`src/rtl/twid_fetch.sv`:
```
// rtl/twid_fetch.sv - radix-4 twiddle ROM sequencer feeding the butterfly datapath
module twid_fetch #(
  parameter int ADDR_W = 10,
  parameter int DATA_W = 32
) (
  input  logic              clk,
  input  logic              rst_n,
  input  logic              start,
  input  logic [1:0]        stage,
  output logic              busy,
  output logic              done,
  output logic              err,
  output logic              rom_en,
  output logic [ADDR_W-1:0] rom_addr,
  input  logic [DATA_W-1:0] rom_dout,
  output logic              tw_valid,
  input  logic              tw_ready,
  output logic [5:0]        tw_idx,
  output logic [DATA_W-1:0] tw1_re,
  output logic [DATA_W-1:0] tw1_im,
  output logic [DATA_W-1:0] tw2_re,
  output logic [DATA_W-1:0] tw2_im,
  output logic [DATA_W-1:0] tw3_re,
  output logic [DATA_W-1:0] tw3_im
);

  typedef enum logic [2:0] {
    S_IDLE  = 3'd0,
    S_FETCH = 3'd1,
    S_CAPT  = 3'd2,
    S_PRES  = 3'd3,
    S_DONE  = 3'd4
  } state_t;

  state_t              r_state;
  state_t              w_next;

  // Latched per-stage context; the pointer walks base+6k+j without a multiplier
  logic [ADDR_W-1:0]   r_ptr;
  logic [6:0]          r_cnt;
  logic [5:0]          r_k;
  logic [2:0]          r_j;
  logic                r_err;

  logic [DATA_W-1:0]   r_tw1_re;
  logic [DATA_W-1:0]   r_tw1_im;
  logic [DATA_W-1:0]   r_tw2_re;
  logic [DATA_W-1:0]   r_tw2_im;
  logic [DATA_W-1:0]   r_tw3_re;
  logic [DATA_W-1:0]   r_tw3_im;

  logic                w_accept;
  logic                w_illegal;
  logic                w_last;
  logic                w_busy;
  logic                w_done;
  logic                w_rom_en;
  logic                w_tw_valid;
  logic [ADDR_W-1:0]   w_base_sel;
  logic [6:0]          w_cnt_sel;
  logic                w_cap_en;
  logic [2:0]          w_cap_sel;

  // Stage decode: ROM base offset and number of butterfly indices
  always_comb begin
    w_base_sel = '0;
    w_cnt_sel  = 7'd0;
    case (stage)
      2'd0: begin w_base_sel = ADDR_W'(0);   w_cnt_sel = 7'd4;  end
      2'd1: begin w_base_sel = ADDR_W'(24);  w_cnt_sel = 7'd16; end
      2'd2: begin w_base_sel = ADDR_W'(120); w_cnt_sel = 7'd64; end
      default: begin w_base_sel = '0; w_cnt_sel = 7'd0; end
    endcase
  end

  assign w_last = ({1'b0, r_k} == (r_cnt - 7'd1));

  // State register
  always_ff @(posedge clk or negedge rst_n) begin
    if (!rst_n) begin
      r_state <= S_IDLE;
    end else begin
      r_state <= w_next;
    end
  end

  // Next-state and control outputs; ROM is only read in FETCH so a stalled PRES loses nothing
  always_comb begin
    w_next     = r_state;
    w_accept   = 1'b0;
    w_illegal  = 1'b0;
    w_busy     = 1'b0;
    w_done     = 1'b0;
    w_rom_en   = 1'b0;
    w_tw_valid = 1'b0;
    case (r_state)
      S_IDLE: begin
        if (start) begin
          if (stage != 2'd3) begin
            w_accept = 1'b1;
            w_next   = S_FETCH;
          end else begin
            w_illegal = 1'b1;
          end
        end
      end
      S_FETCH: begin
        w_busy   = 1'b1;
        w_rom_en = 1'b1;
        if (r_j == 3'd5) begin
          w_next = S_CAPT;
        end
      end
      S_CAPT: begin
        w_busy = 1'b1;
        w_next = S_PRES;
      end
      S_PRES: begin
        w_busy     = 1'b1;
        w_tw_valid = 1'b1;
        if (tw_ready) begin
          w_next = w_last ? S_DONE : S_FETCH;
        end
      end
      S_DONE: begin
        w_done = 1'b1;
        w_next = S_IDLE;
      end
      default: begin
        w_next = S_IDLE;
      end
    endcase
  end

  // Word j-1 arrives while word j is addressed; the final word lands in CAPT
  assign w_cap_en  = ((r_state == S_FETCH) && (r_j != 3'd0)) || (r_state == S_CAPT);
  assign w_cap_sel = (r_state == S_CAPT) ? 3'd5 : (r_j - 3'd1);

  // Sequencing counters, address pointer and error pulse
  always_ff @(posedge clk or negedge rst_n) begin
    if (!rst_n) begin
      r_ptr <= '0;
      r_cnt <= 7'd0;
      r_k   <= 6'd0;
      r_j   <= 3'd0;
      r_err <= 1'b0;
    end else begin
      r_err <= w_illegal;
      if (w_accept) begin
        r_ptr <= w_base_sel;
        r_cnt <= w_cnt_sel;
        r_k   <= 6'd0;
        r_j   <= 3'd0;
      end else if (r_state == S_FETCH) begin
        r_ptr <= r_ptr + ADDR_W'(1);
        r_j   <= (r_j == 3'd5) ? 3'd0 : (r_j + 3'd1);
      end else if ((r_state == S_PRES) && tw_ready && !w_last) begin
        r_k <= r_k + 6'd1;
      end
    end
  end

  // Twiddle capture registers; held untouched through PRES
  always_ff @(posedge clk or negedge rst_n) begin
    if (!rst_n) begin
      r_tw1_re <= '0;
      r_tw1_im <= '0;
      r_tw2_re <= '0;
      r_tw2_im <= '0;
      r_tw3_re <= '0;
      r_tw3_im <= '0;
    end else if (w_cap_en) begin
      case (w_cap_sel)
        3'd0:    r_tw1_re <= rom_dout;
        3'd1:    r_tw1_im <= rom_dout;
        3'd2:    r_tw2_re <= rom_dout;
        3'd3:    r_tw2_im <= rom_dout;
        3'd4:    r_tw3_re <= rom_dout;
        default: r_tw3_im <= rom_dout;
      endcase
    end
  end

  assign busy     = w_busy;
  assign done     = w_done;
  assign err      = r_err;
  assign rom_en   = w_rom_en;
  assign rom_addr = (r_state == S_FETCH) ? r_ptr : '0;
  assign tw_valid = w_tw_valid;
  assign tw_idx   = r_k;
  assign tw1_re   = r_tw1_re;
  assign tw1_im   = r_tw1_im;
  assign tw2_re   = r_tw2_re;
  assign tw2_im   = r_tw2_im;
  assign tw3_re   = r_tw3_re;
  assign tw3_im   = r_tw3_im;

endmodule

```
`config.mk`:
```
export PLATFORM = sky130hd
export DESIGN_NAME = twid_fetch
export DESIGN_NICKNAME = d
export VERILOG_FILES = /design/src/rtl/twid_fetch.sv
export SDC_FILE = /design/constraint.sdc
export NUM_CORES = 1
export LEC_CHECK = 0
export ABC_AREA = 1
export BUFFER_PORTS_ARGS = -buffer_cell sky130_fd_sc_hd__buf_4
export CAP_MARGIN = 20
export CORE_MARGIN = 5
export CORE_UTILIZATION = 44
export CTS_BUF_LIST = sky130_fd_sc_hd__clkbuf_8
export DETAILED_ROUTE_END_ITERATION = 6
export GPL_TIMING_DRIVEN = 0
export HOLD_SLACK_MARGIN = 0.15
export PLACE_DENSITY_LB_ADDON = 0.25
export SLEW_MARGIN = 20
export SYNTH_ARGS = -nofsm -noshare
export SYNTH_HDL_FRONTEND = slang
export SYNTH_SLANG_ARGS = --single-unit
export TNS_END_PERCENT = 50
```
`constraint.sdc`:
```
create_clock -name clk -period 1.9 [get_ports clk]
set_clock_uncertainty 0.05 [all_clocks]
set_input_delay 0.19 -clock clk [delete_from_list [all_inputs] [get_ports clk]]
set_output_delay 0.19 -clock clk [all_outputs]
set_load 0.02 [all_outputs]
```
# After elaboration in Yosys (flattened, before gate mapping)
# Cells that the tools add are included.
# totals
register_bits	222
word_cells	85
# op_classes
add_sub_neg	5
n_eq_ne	18
mux	28
bitwise	1
reduce_logical	21
# op_table
op	count
10-bit two-way mux	3
3-bit two-way mux	9
7-bit case mux with 3 select lines	1
6-bit two-way mux	3
7-bit case mux with 2 select lines	1
2-bit AND reduction	7
3-bit by 2-bit == test with 1-bit output, second input constant	4
2-bit inequality test, second input constant	6
3-bit case mux with 4 select lines	1
10-bit by 1-bit adder with 10-bit output, second input constant	1
1-bit two-way mux	10
3-bit == test, second input constant	3
6-bit by 7-bit == test with 1-bit output	1
7-bit by 1-bit subtractor with 7-bit output, second input constant	1
6-bit by 1-bit adder with 6-bit output, second input constant	1
3-bit by 1-bit == test with 1-bit output, second input constant	2
3-bit logical NOT	2
5-bit OR reduction	1
4-bit AND reduction	1
2-bit nonzero test	2
3-bit by 1-bit adder with 3-bit output, second input constant	1
1-bit logical AND	3
3-bit nonzero test	1
3-bit OR reduction	1
7 further kinds	7

# Longest topological paths before layout
# Gate-level depths: netlist of the first run.
# logic_depth
ltp_word	7
mapped_depth	10
depth_no_buf	10

# Least setup slack after synthesis of the first run
# Ideal clock, no wire load.
# synth_path
kind	reg2reg
start	register r_j[0]
end	register r_tw2_im[21] (netlist: tw2_im[21])
arrival_ns	1.571
t_required_ns	1.729
path_slack_ns	0.158
stages_incl_launch_ff	10
cell_sequence	dfrtp_1 > inv_1 > ha_1 > xnor2_1 > nand2_1 > nor2_1 > nand2_4 > buf_2 > nand2_1 > o21ai_2
# synth_via
elab_chain_len	4
elab_cells_between_ends	7
cone_classes	1 x add/sub; 1 x eq/ne; 1 x mux; 4 x reduce/logical
# synth_rtl
item	line_no	rtl
from (decl)	42	logic [2:0] r_j;
from (signal assigned)	156	r_j <= (r_j == 3'd5) ? 3'd0 : (r_j + 3'd1);
3-bit by 1-bit subtractor with 3-bit output or 3-bit nonzero test (tied branches)	137, 136	
3-bit two-way mux or 1-bit logical AND (tied branches)	137, 136	
3-bit by 2-bit == test with 1-bit output or 1-bit logical OR (tied branches)	173, 136	
2-bit AND reduction (no source line) (*)	n/a	
to (signal assigned)	177	3'd3: r_tw2_im <= rom_dout;
to (decl)	48	logic [DATA_W-1:0] r_tw2_im;
# Every way passes the cells marked *; elsewhere a longest branch is shown, timed or not.
# A chain may end at the register's enable or synchronous reset.

# Worst setup path after layout of the first run
# layout_path
start	register r_state[2]
end	output port rom_addr[6]
# layout_via
elab_chain_len	2
# layout_rtl
item	line_no	rtl
from (decl)	35	state_t r_state;
from (signal assigned)	83	r_state <= w_next;
3-bit by 1-bit == test with 1-bit output	188	assign rom_addr = (r_state == S_FETCH) ? r_ptr : '0;
10-bit two-way mux	188	
to (decl)	14	output logic [ADDR_W-1:0] rom_addr,
# Every way passes these cells.

==> impl_metrics.py, run 1 <==
metrics = {
    "critical_path": {
        "crit_family": "buffers and inverters",
        "rrSetupSlack_ns": 0.02,
        "slowest_stage": "dfrtp_1",
        "setup.worst_path.class": "flop to output pin",
        "cp.required_ns": 1.66,
        "cp-end-kind": "output pin",
        "cp_max_fo": 5,
        "crit_chain": "inv_2 -> nand2_4 -> nor2_4 -> inv_4 -> buf_8 -> nor2_2 -> buf_4",
        "arrival_ns": 1.64,
        "cp-start-kind": "flop",
        "max_stage_delay_ns": 0.39,
        "critical_path_buf_inv_count": 4,
    },
    "clock_network": {
        "clock-sinks": 218,
        "htreeDepth": 2,
        "numCtsBuffers": 38,
        "root_buffer": "clkbuf_8",
        "max-clock-path-buffers": 3,
        "clk_pin_slew_ns": 0.06,
        "clk_latency_ns": 0.51,
        "tritoncts": "done",
    },
    "detailed_routing": {
        "drc": 0,
        "antenna_left": 0,
        "vias": 7749,
        "wl_per_cell_um": 17.3,
        "avgViaCountPerCell": 4.91,
        "first_pass_iters": 5,
        "drtIter0Drc": 377,
        "wl_um": 27200,
    },
    "die": {
        "die_area_sq_um": 23300,
        "row_count": 52,
        "initial_utilization_pct": 44.4,
        "io_pins": 251,
        "die_x_um": 153,
        "core_area_sq_um": 20200,
        "die_h_um": 153,
    },
    "yosys": {
        "synth-seq-cells": 218,
        "synth.area.top_cells": "dfrtp_1 61%, nand2_1 12%, o21ai_1 5.6%, nand3_1 3.2%, inv_1 3.0%",
        "synthArstFlopShare_pct": 100,
        "ys_seq_area_share_pct": 60.9,
        "synth_top_area_share_pct": 60.9,
        "synthTopCellsByCount": "297 x nand2_1, 218 x dfrtp_1, 100 x o21ai_1",
        "syn_inst": 939,
        "yosysWarningCount": 0,
        "syn-num-nets": 989,
        "synth_edf_count": 0,
        "ys_types": 30,
        "yosys_most_used_dff": "dfrtp_1",
        "netlist_area_sq_um": 8960,
        "yosysMostFrequentCell": "nand2_1",
        "postSynthAreaPerCell_sq_um": 9.55,
        "yosysTopAreaCell": "dfrtp_1",
    },
    "power_and_ir_drop": {
        "p_clk_share_pct": 15.5,
        "intPower_uw": 15000,
        "p_sw_share_pct": 43.6,
        "powerDensity_nw_per_um2": 2080,
        "ir_worst_vdd_mv": 1.06,
        "pwr-share-seq_pct": 31.6,
        "power.switching_uw": 11600,
        "p_leak_uw": 0.00676,
        "p_comb_share_pct": 53.0,
    },
    "grt": {
        "grt_pass1_vias": 7905,
        "grt_overflow_total": 0,
        "antenna_found_initial": 0,
        "grt_pass1_wl_um": 43400,
        "grt_start_max_net_pins": 99,
        "grt_util_all_layers_pct": 22.9,
    },
    "timing": {
        "worst_pin_slew_ns": 0.513,
        "drv_slew": 0,
        "fin_tns_setup_ns": 0,
        "max_freq_mhz": 531,
        "slew_headroom_pct": 65.8,
        "min_period_over_period_pct": 99.1,
        "fin_crit_ns": 1.88,
        "report.final.hold_viol_count": 0,
        "hold-worst-slack_ns": 0.154,
        "rsz0062_at_grt": "true",
        "setup_violations": 0,
    },
    "cells_and_area": {
        "area_growth_pct": 43.3,
        "fillers": 1743,
        "layout.nets": 1334,
        "drive_gt1_share_pct": 32.7,
        "diodes": 0,
    },
    "flow_run": {
        "maxCapViolations": 0,
    },
    "placed_design": {
        "gp_congestion": 0.827,
        "port_buffers": 250,
        "dp_hpwl_um": 18700,
    },
    "hold_path": {
        "hold_path.class": "input port to async pin",
    },
    "status": {
        "status": "complete, no violations",
    },
}
-- power groups by stage --
| stage | clock, uW | combinational, uW | sequential [uW] |
|---|---|---|---|
| global placement | 0 | 12600 | 8390 |
| global route | 4460 | 15300 | 8700 |
| CTS | 4240 | 13300 | 8390 |
| detailed placement | 0 | 12900 | 8420 |
| finish | 4130 | 14100 | 8420 |
| floorplan | 0 | 4850 | 10800 |
-- what timing repair did --
item,CTS,global route
pin swaps,2,6
buffers inserted,4,9
setup endpoints to repair,170,194
resized for setup,30,76
hold buffers,38,0
endpoints found under the hold margin,419,0
gates cloned,1,1
-- per-stage QoR --
stage	std cells	setup WS (ns)	total power [uW]	util (%)	cell area (sq um)
global placement	1459	-1.08	21000	55.4	11200
global route	1577	-0.0830	28500	63.7	12800
CTS	1567	-0.0365	25900	61.9	12500
finish	1577	0.0170	26700	63.7	12800
detailed placement	1461	-0.325	21300	55.7	11200
floorplan	939	0.158	15700	-	8960
-- registers in the layout (all words and copies together) (netlist names) --
signal   cells
tw2_im      32
tw3_re      32
r_j          3
tw1_re      32
r_cnt        3
tw1_im      32
tw_idx       6
tw2_re      32
err          1
r_state      3
tw3_im      32
r_ptr       10
-- final timing paths --
check / from / endpoint / cells past startpoint
worst max-delay path: r_state[2] / rom_addr[6] / 7
worst min-delay path: rst_n / tw_idx[3] / 2
worst max register to register: r_state[2] / tw3_im[8] / 12
worst min register to register: tw3_im[26] / tw3_im[26] / 2
max in group asynchronous: rst_n / tw3_im[16] / 3
min in group clk: rom_dout[21] / tw3_im[21] / 4
-- per-layer routing --
metal / track usage (%) / share of wire, % / vias to the layer above
met4: 5.43 / 1.7 / 0
met1: 29.1 / 42 / 3743
met3: 7.70 / 7.8 / 40
li1: - / - / 3729
met2: 38.0 / 49 / 237
met5: 0 / 0 / -
-- kinds of logic (layout without fill, tap and decap cells) --
| kind of cell | Yosys count | in the layout | synth area share [%] |
|---|---|---|---|
| compound gates | 178 | 178 | 11.1 |
| xor+xnor | 4 | 4 | 0.391 |
| fa+ha+maj | 12 | 12 | 1.67 |
| buf+inv | 116 | 484 | 6.88 |
| flops | 218 | 218 | 60.9 |
| simple gates | 411 | 411 | 19.1 |
-- cell usage in the layout, fill, tap and decap left out, types with 37 or more instances in the layout --
cell type	Yosys	routed
buf_4	4	260
buf_6	18	37
clkbuf_8	0	49
dfrtp_1	218	218
dlygate4sd3_1	0	38
inv_1	71	80
nand2_1	297	295
nand3_1	57	56
o21ai_0	44	41
o21ai_1	100	103
-- cell type report --
class	count	area [sq um]	share of cell area [%]
clock inverters	14	58.8	0.458
flip-flops and latches	218	5460	42.5
multi-input cells	605	3090	24.1
plain buffers	44	455	3.54
clock buffers	49	674	5.25
well taps	270	338	2.63
repair buffers	305	2500	19.5
inverters	72	273	2.12
No activity file was read; power rests on OpenSTA's default activity.
==> run 2, diff against run 1 <==
--- a/config.mk
+++ b/config.mk
@@ -6,12 +6,12 @@
 export NUM_CORES = 1
 export LEC_CHECK = 0
 export ABC_AREA = 1
-export BUFFER_PORTS_ARGS = -buffer_cell sky130_fd_sc_hd__buf_4
 export CAP_MARGIN = 20
 export CORE_MARGIN = 5
 export CORE_UTILIZATION = 44
 export CTS_BUF_LIST = sky130_fd_sc_hd__clkbuf_8
 export DETAILED_ROUTE_END_ITERATION = 6
+export DONT_BUFFER_PORTS = 1
 export GPL_TIMING_DRIVEN = 0
 export HOLD_SLACK_MARGIN = 0.15
 export PLACE_DENSITY_LB_ADDON = 0.25
==> run 2 against run 1 <==
Compared with the run above: the run now ends with hold timing, setup timing left; clock power is 7.7% lower; sequential power is 38% higher; critical path type unchanged; flip-flop and latch count unchanged; worst hold slack got worse by 0.84 ns.
==> impl_metrics.py, run 2 (synthesis results as in run 1) <==
metrics = {
    "status": {
        "violations": "hold timing, setup timing",
        "status": "finished with violations",
    },
    "cells_and_area": {
        "area_growth_pct": 20.7,
        "drive_gt1_share_pct": 16.1,
        "design_area_sq_um": 10800,
        "layout.nets": 1080,
        "final_cell_mix": "295 x nand2_1, 217 x dfrtp_1, 105 x o21ai_1",
        "diodes": 0,
        "final_common_cell": "nand2_1",
    },
    "critical_path": {
        "path_depth": 6,
        "cp-end-kind": "output pin",
        "crit_family": "simple AND/OR/NAND/NOR gates",
        "cp.required_ns": 1.66,
        "cp_common_cell": "nor2_4",
        "crit_chain": "inv_2 -> nand2_4 -> nor2_4 -> inv_4 -> clkbuf_16 -> nor2_4",
        "arrival_ns": 1.77,
        "cp_max_fo": 7,
        "r2r_cells": 10,
        "cp-start-kind": "flop",
        "setup.worst_path.class": "flop to output pin",
        "max_stage_delay_ns": 0.39,
        "critical_path_buf_inv_count": 3,
        "slowest_stage": "dfrtp_1",
    },
    "clock_network": {
        "tritoncts": "done",
        "numCtsBuffers": 37,
        "clk_pin_slew_ns": 0.06,
        "htreeDepth": 2,
        "root_buffer": "clkbuf_8",
        "clock-sinks": 218,
        "clk_latency_ns": 0.52,
        "hold_buffers": 37,
        "max-clock-path-buffers": 3,
    },
    "die": {
        "die_area_sq_um": 23300,
        "row_count": 52,
        "die_x_um": 153,
        "initial_utilization_pct": 44.4,
        "io_pins": 251,
        "core_area_sq_um": 20200,
        "die_h_um": 153,
    },
    "placed_design": {
        "dp_hpwl_um": 17600,
        "port_buffers": 0,
        "gp_congestion": 0.816,
        "dpl_cell_area_sq_um": 9300,
    },
    "timing": {
        "hold-worst-slack_ns": -0.691,
        "fin_crit_ns": 2.01,
        "fin_tns_setup_ns": -1.02,
        "fin_ws_ns": -0.111,
        "drv_slew": 0,
        "slew_headroom_pct": 68.3,
        "min_period_over_period_pct": 106,
        "setup_violations": 10,
        "worst_pin_slew_ns": 0.476,
        "report.final.hold_viol_count": 218,
        "max_freq_mhz": 497,
        "rsz0062_at_grt": "true",
    },
    "detailed_routing": {
        "wl_per_cell_um": 19.7,
        "first_pass_iters": 5,
        "antenna_left": 0,
        "drtIter0Drc": 325,
        "drc": 0,
        "vias": 6755,
        "wl_um": 26000,
        "avgViaCountPerCell": 5.11,
    },
    "hold_path": {
        "hold_path.class": "input port to async pin",
    },
    "power_and_ir_drop": {
        "pwr-share-seq_pct": 50.9,
        "ir_worst_vdd_mv": 0.988,
        "p_sw_share_pct": 47.9,
        "p_clk_share_pct": 16.8,
        "powerDensity_nw_per_um2": 2100,
        "p_comb_share_pct": 32.3,
        "p_leak_uw": 0.00546,
        "power.switching_uw": 10900,
        "intPower_uw": 11800,
    },
    "grt": {
        "grt_pass1_wl_um": 41300,
        "grt_util_all_layers_pct": 22.0,
        "grt_start_max_net_pins": 219,
        "antenna_found_initial": 0,
        "grt_pass1_vias": 7019,
        "grt_overflow_total": 0,
    },
    "flow_run": {
        "maxCapViolations": 0,
    },
}
## run 2: worst reg2reg max path: cells and delay by family, from the launching register on
| kind | cells | cell delay, ns |
|---|---|---|
| xor+xnor | 1 | 0.13 |
| fa+ha+maj | 1 | 0.18 |
| buf+inv | 3 | 0.51 |
| flops | 1 | 0.39 |
| simple gates | 5 | 0.52 |
## run 2: repair_timing
| item | in CTS | in global routing |
|---|---|---|
| hold endpoints to repair | 426 | 218 |
| gates resized for setup | 58 | 42 |
| pin swaps | 5 | 5 |
| cloned | 1 | 1 |
| setup buffers | 8 | 5 |
| setup endpoints to repair | 200 | 216 |
## run 2: final cells by class
type	instances	area (sq um)
fill	1864	9350
sequential	218	5460
multi-input combinational	606	3130
clock buffer	42	578
timing repair buffer	51	482
buffer	44	474
tap	270	338
inverter	72	273
clock inverter	20	83.8
## run 2: power by group through the flow
| stage | clock network, uW | registers, uW | logic, uW |
|---|---|---|---|
| 5_1_grt | 4160 | 11900 | 8350 |
| 2_1_floorplan | 0 | 10800 | 4850 |
| 4_1_cts | 3930 | 11600 | 6920 |
| 6_report | 3810 | 11600 | 7350 |
| 3_3_place_gp | 0 | 11600 | 6020 |
| 3_5_place_dp | 0 | 11600 | 6270 |
## run 2: path summary, 6_finish.rpt
path | endpoint | slack (ns) | startpoint
setup / recovery | rom_addr[2] | -0.11 | r_state[2]
hold / removal | tw_idx[4] | -0.69 | rst_n
setup reg to reg | tw3_im[6] | 0.04 | r_j[0]
hold reg to reg | r_ptr[9] | 0.46 | r_ptr[9]
max in group asynchronous | tw1_re[20] | 2.22 | rst_n
min in group clk | r_cnt[2] | 0.22 | stage[1]
## run 2: metrics by stage
| stage | hold WS, ns | util [%] | setup WS (ns) | std cells | total power, uW |
|---|---|---|---|---|---|
| global route | -0.720 | 53.6 | -0.210 | 1323 | 24400 |
| CTS | -0.714 | 52.6 | -0.200 | 1317 | 22500 |
| floorplan | -0.156 | - | 0.158 | 939 | 15700 |
| global placement | -0.149 | 46.1 | -0.214 | 1209 | 17600 |
| detailed placement | -0.150 | 46.1 | -0.284 | 1209 | 17900 |
| finish | -0.691 | 53.6 | -0.111 | 1323 | 22700 |
## run 2: per-layer routing
metal | share of wire, % | track usage [%]
met5 | 0 | 0
met4 | 1.9 | 5.94
met1 | 40 | 27.5
met2 | 48 | 35.7
met3 | 9.9 | 8.92
==> run 3, diff against run 2 <==
==> constraint.sdc (replaced) <==
create_clock -name clk -period 2.49 [get_ports clk]
set_clock_uncertainty 0.05 [all_clocks]
set_input_delay 0.249 -clock clk [delete_from_list [all_inputs] [get_ports clk]]
set_output_delay 0.249 -clock clk [all_outputs]
set_load 0.02 [all_outputs]
==> run 3 against run 2 <==
Compared with the run above: the flow finishes with violations (hold timing); power decreased by 27%; global-route usage fell by 0.27 points; critical endpoint is now rom_addr[8]; first-iteration DRC count is 3.1% higher; largest power group unchanged; largest cell class unchanged; critical path depth stayed put; core utilization shrank 2.0 points; final area fell by 3.8%; count of clock-buffer cells in the layout unchanged; combinational power shrank 34%; via count is 1.1% lower.
==> impl_metrics.py, run 3 (synthesis results as in run 1) <==
metrics = {
    "status": {
        "status": "finished with violations",
        "violations": "hold timing",
    },
    "cells_and_area": {
        "drive_gt1_share_pct": 13.2,
        "diodes": 0,
        "area_growth_pct": 16.1,
        "fillers": 1910,
        "layout.cells.non_filler": 1308,
        "layout.nets": 1065,
        "final_cell_mix": "297 x nand2_1, 218 x dfrtp_1, 100 x o21ai_1",
        "final_common_cell": "nand2_1",
    },
    "clock_network": {
        "clk_pin_slew_ns": 0.06,
        "clk_latency_ns": 0.52,
        "root_buffer": "clkbuf_8",
        "max-clock-path-buffers": 3,
        "hold_buffers": 37,
        "tritoncts": "done",
        "htreeDepth": 2,
        "numCtsBuffers": 37,
        "clock-sinks": 218,
        "cts_setup_buffers": 0,
    },
    "timing": {
        "fin_tns_setup_ns": 0,
        "fin_ws_ns": 0.197,
        "slew_headroom_pct": 65.3,
        "max_freq_mhz": 436,
        "setup_violations": 0,
        "fin_crit_ns": 2.29,
        "worst_pin_slew_ns": 0.519,
        "hold-worst-slack_ns": -0.627,
        "rsz0062_at_grt": "false",
        "report.final.hold_viol_count": 218,
        "drv_slew": 0,
        "min_period_over_period_pct": 92.1,
    },
    "detailed_routing": {
        "avgViaCountPerCell": 5.11,
        "antenna_left": 0,
        "vias": 6680,
        "wl_um": 25500,
        "wl_per_cell_um": 19.5,
        "drtIter0Drc": 335,
        "first_pass_iters": 4,
        "drc": 0,
    },
    "power_and_ir_drop": {
        "ir_worst_vdd_mv": 0.760,
        "power.total_uw": 16600,
        "powerDensity_nw_per_um2": 1600,
        "p_leak_uw": 0.00533,
    },
    "critical_path": {
        "crit_chain": "inv_2 -> nand2_2 -> nor2_4 -> inv_2 -> buf_4 -> nor2_4",
        "arrival_ns": 1.99,
        "max_stage_delay_ns": 0.40,
        "cp.required_ns": 2.19,
        "cp-start-kind": "flop",
        "slowest_stage": "dfrtp_1",
        "cp-end-kind": "output pin",
        "critical_path_buf_inv_count": 3,
        "crit_family": "simple AND/OR/NAND/NOR gates",
        "cp_max_fo": 10,
        "setup.worst_path.class": "flop to output pin",
    },
    "die": {
        "die_x_um": 153,
        "row_count": 52,
        "core_area_sq_um": 20200,
        "die_area_sq_um": 23300,
        "initial_utilization_pct": 44.4,
        "die_h_um": 153,
        "io_pins": 251,
    },
    "grt": {
        "grt_pass1_wl_um": 40800,
        "grt_overflow_total": 0,
        "grt_start_max_net_pins": 219,
        "antenna_found_initial": 0,
        "grt_pass1_vias": 6926,
        "grt_util_all_layers_pct": 21.7,
    },
    "placed_design": {
        "preCtsSetupSlack_ns": 0.306,
        "dpl.cell_count": 1209,
        "port_buffers": 0,
        "gp_congestion": 0.816,
        "dp_hpwl_um": 17600,
    },
    "flow_run": {
        "maxCapViolations": 0,
    },
    "hold_path": {
        "hold_path.class": "input port to async pin",
    },
}
## run 3: final cells by class
| type | instances | area (sq um) | share of cell area, % |
|---|---|---|---|
| Sequential cell | 218 | 5460 | 52.4 |
| Multi-Input combinational cell | 605 | 2960 | 28.4 |
| Clock buffer | 42 | 578 | 5.55 |
| Timing Repair Buffer | 37 | 370 | 3.56 |
| Buffer | 44 | 350 | 3.37 |
| Tap cell | 270 | 338 | 3.25 |
| Inverter | 72 | 270 | 2.60 |
| Clock inverter | 20 | 83.8 | 0.806 |
## run 3: what timing repair did
action                     in CTS  in global routing
setup endpoints to repair       9                  9
pin swaps                       0                  1
hold endpoints to repair      426                218
gates resized for setup        11                 12
## run 3: routing by layer
layer  routed length [um]  global-route usage, %
met5                    0                      0
met4                  559                   5.98
met3                 2470                   8.95
met2                12100                   34.8
met1                10400                   27.4
## run 3: final timing paths
| kind | from | end | slack [ns] | cells past startpoint |
|---|---|---|---|---|
| worst max-delay path | r_state[2] | rom_addr[8] | 0.20 | 6 |
| worst min-delay path | rst_n | tw_idx[4] | -0.63 | 0 |
| worst max register to register | r_j[0] | tw1_im[9] | 0.29 | 8 |
| worst min register to register | r_ptr[9] | r_ptr[9] | 0.46 | 2 |
| max in group asynchronous | rst_n | tw3_re[27] | 2.59 | 0 |
| min in group clk | stage[1] | r_state[2] | 0.27 | 6 |
## run 3: where the power goes
group          switching (uW)  internal [uW]  leakage, uW
registers                3530           5310      0.00264
clock network            1380           1530     0.000397
logic                    3110           1760      0.00229
total                    8020           8600      0.00533
## run 3: per-stage QoR
step	cell area (sq um)	hold WS, ns	util (%)
finish	10400	-0.627	51.6
global route	10400	-0.661	51.6
CTS	10400	-0.655	51.4
detailed placement	9300	-0.0912	46.1
global placement	9300	-0.0904	46.1
floorplan	8960	-0.0966	-
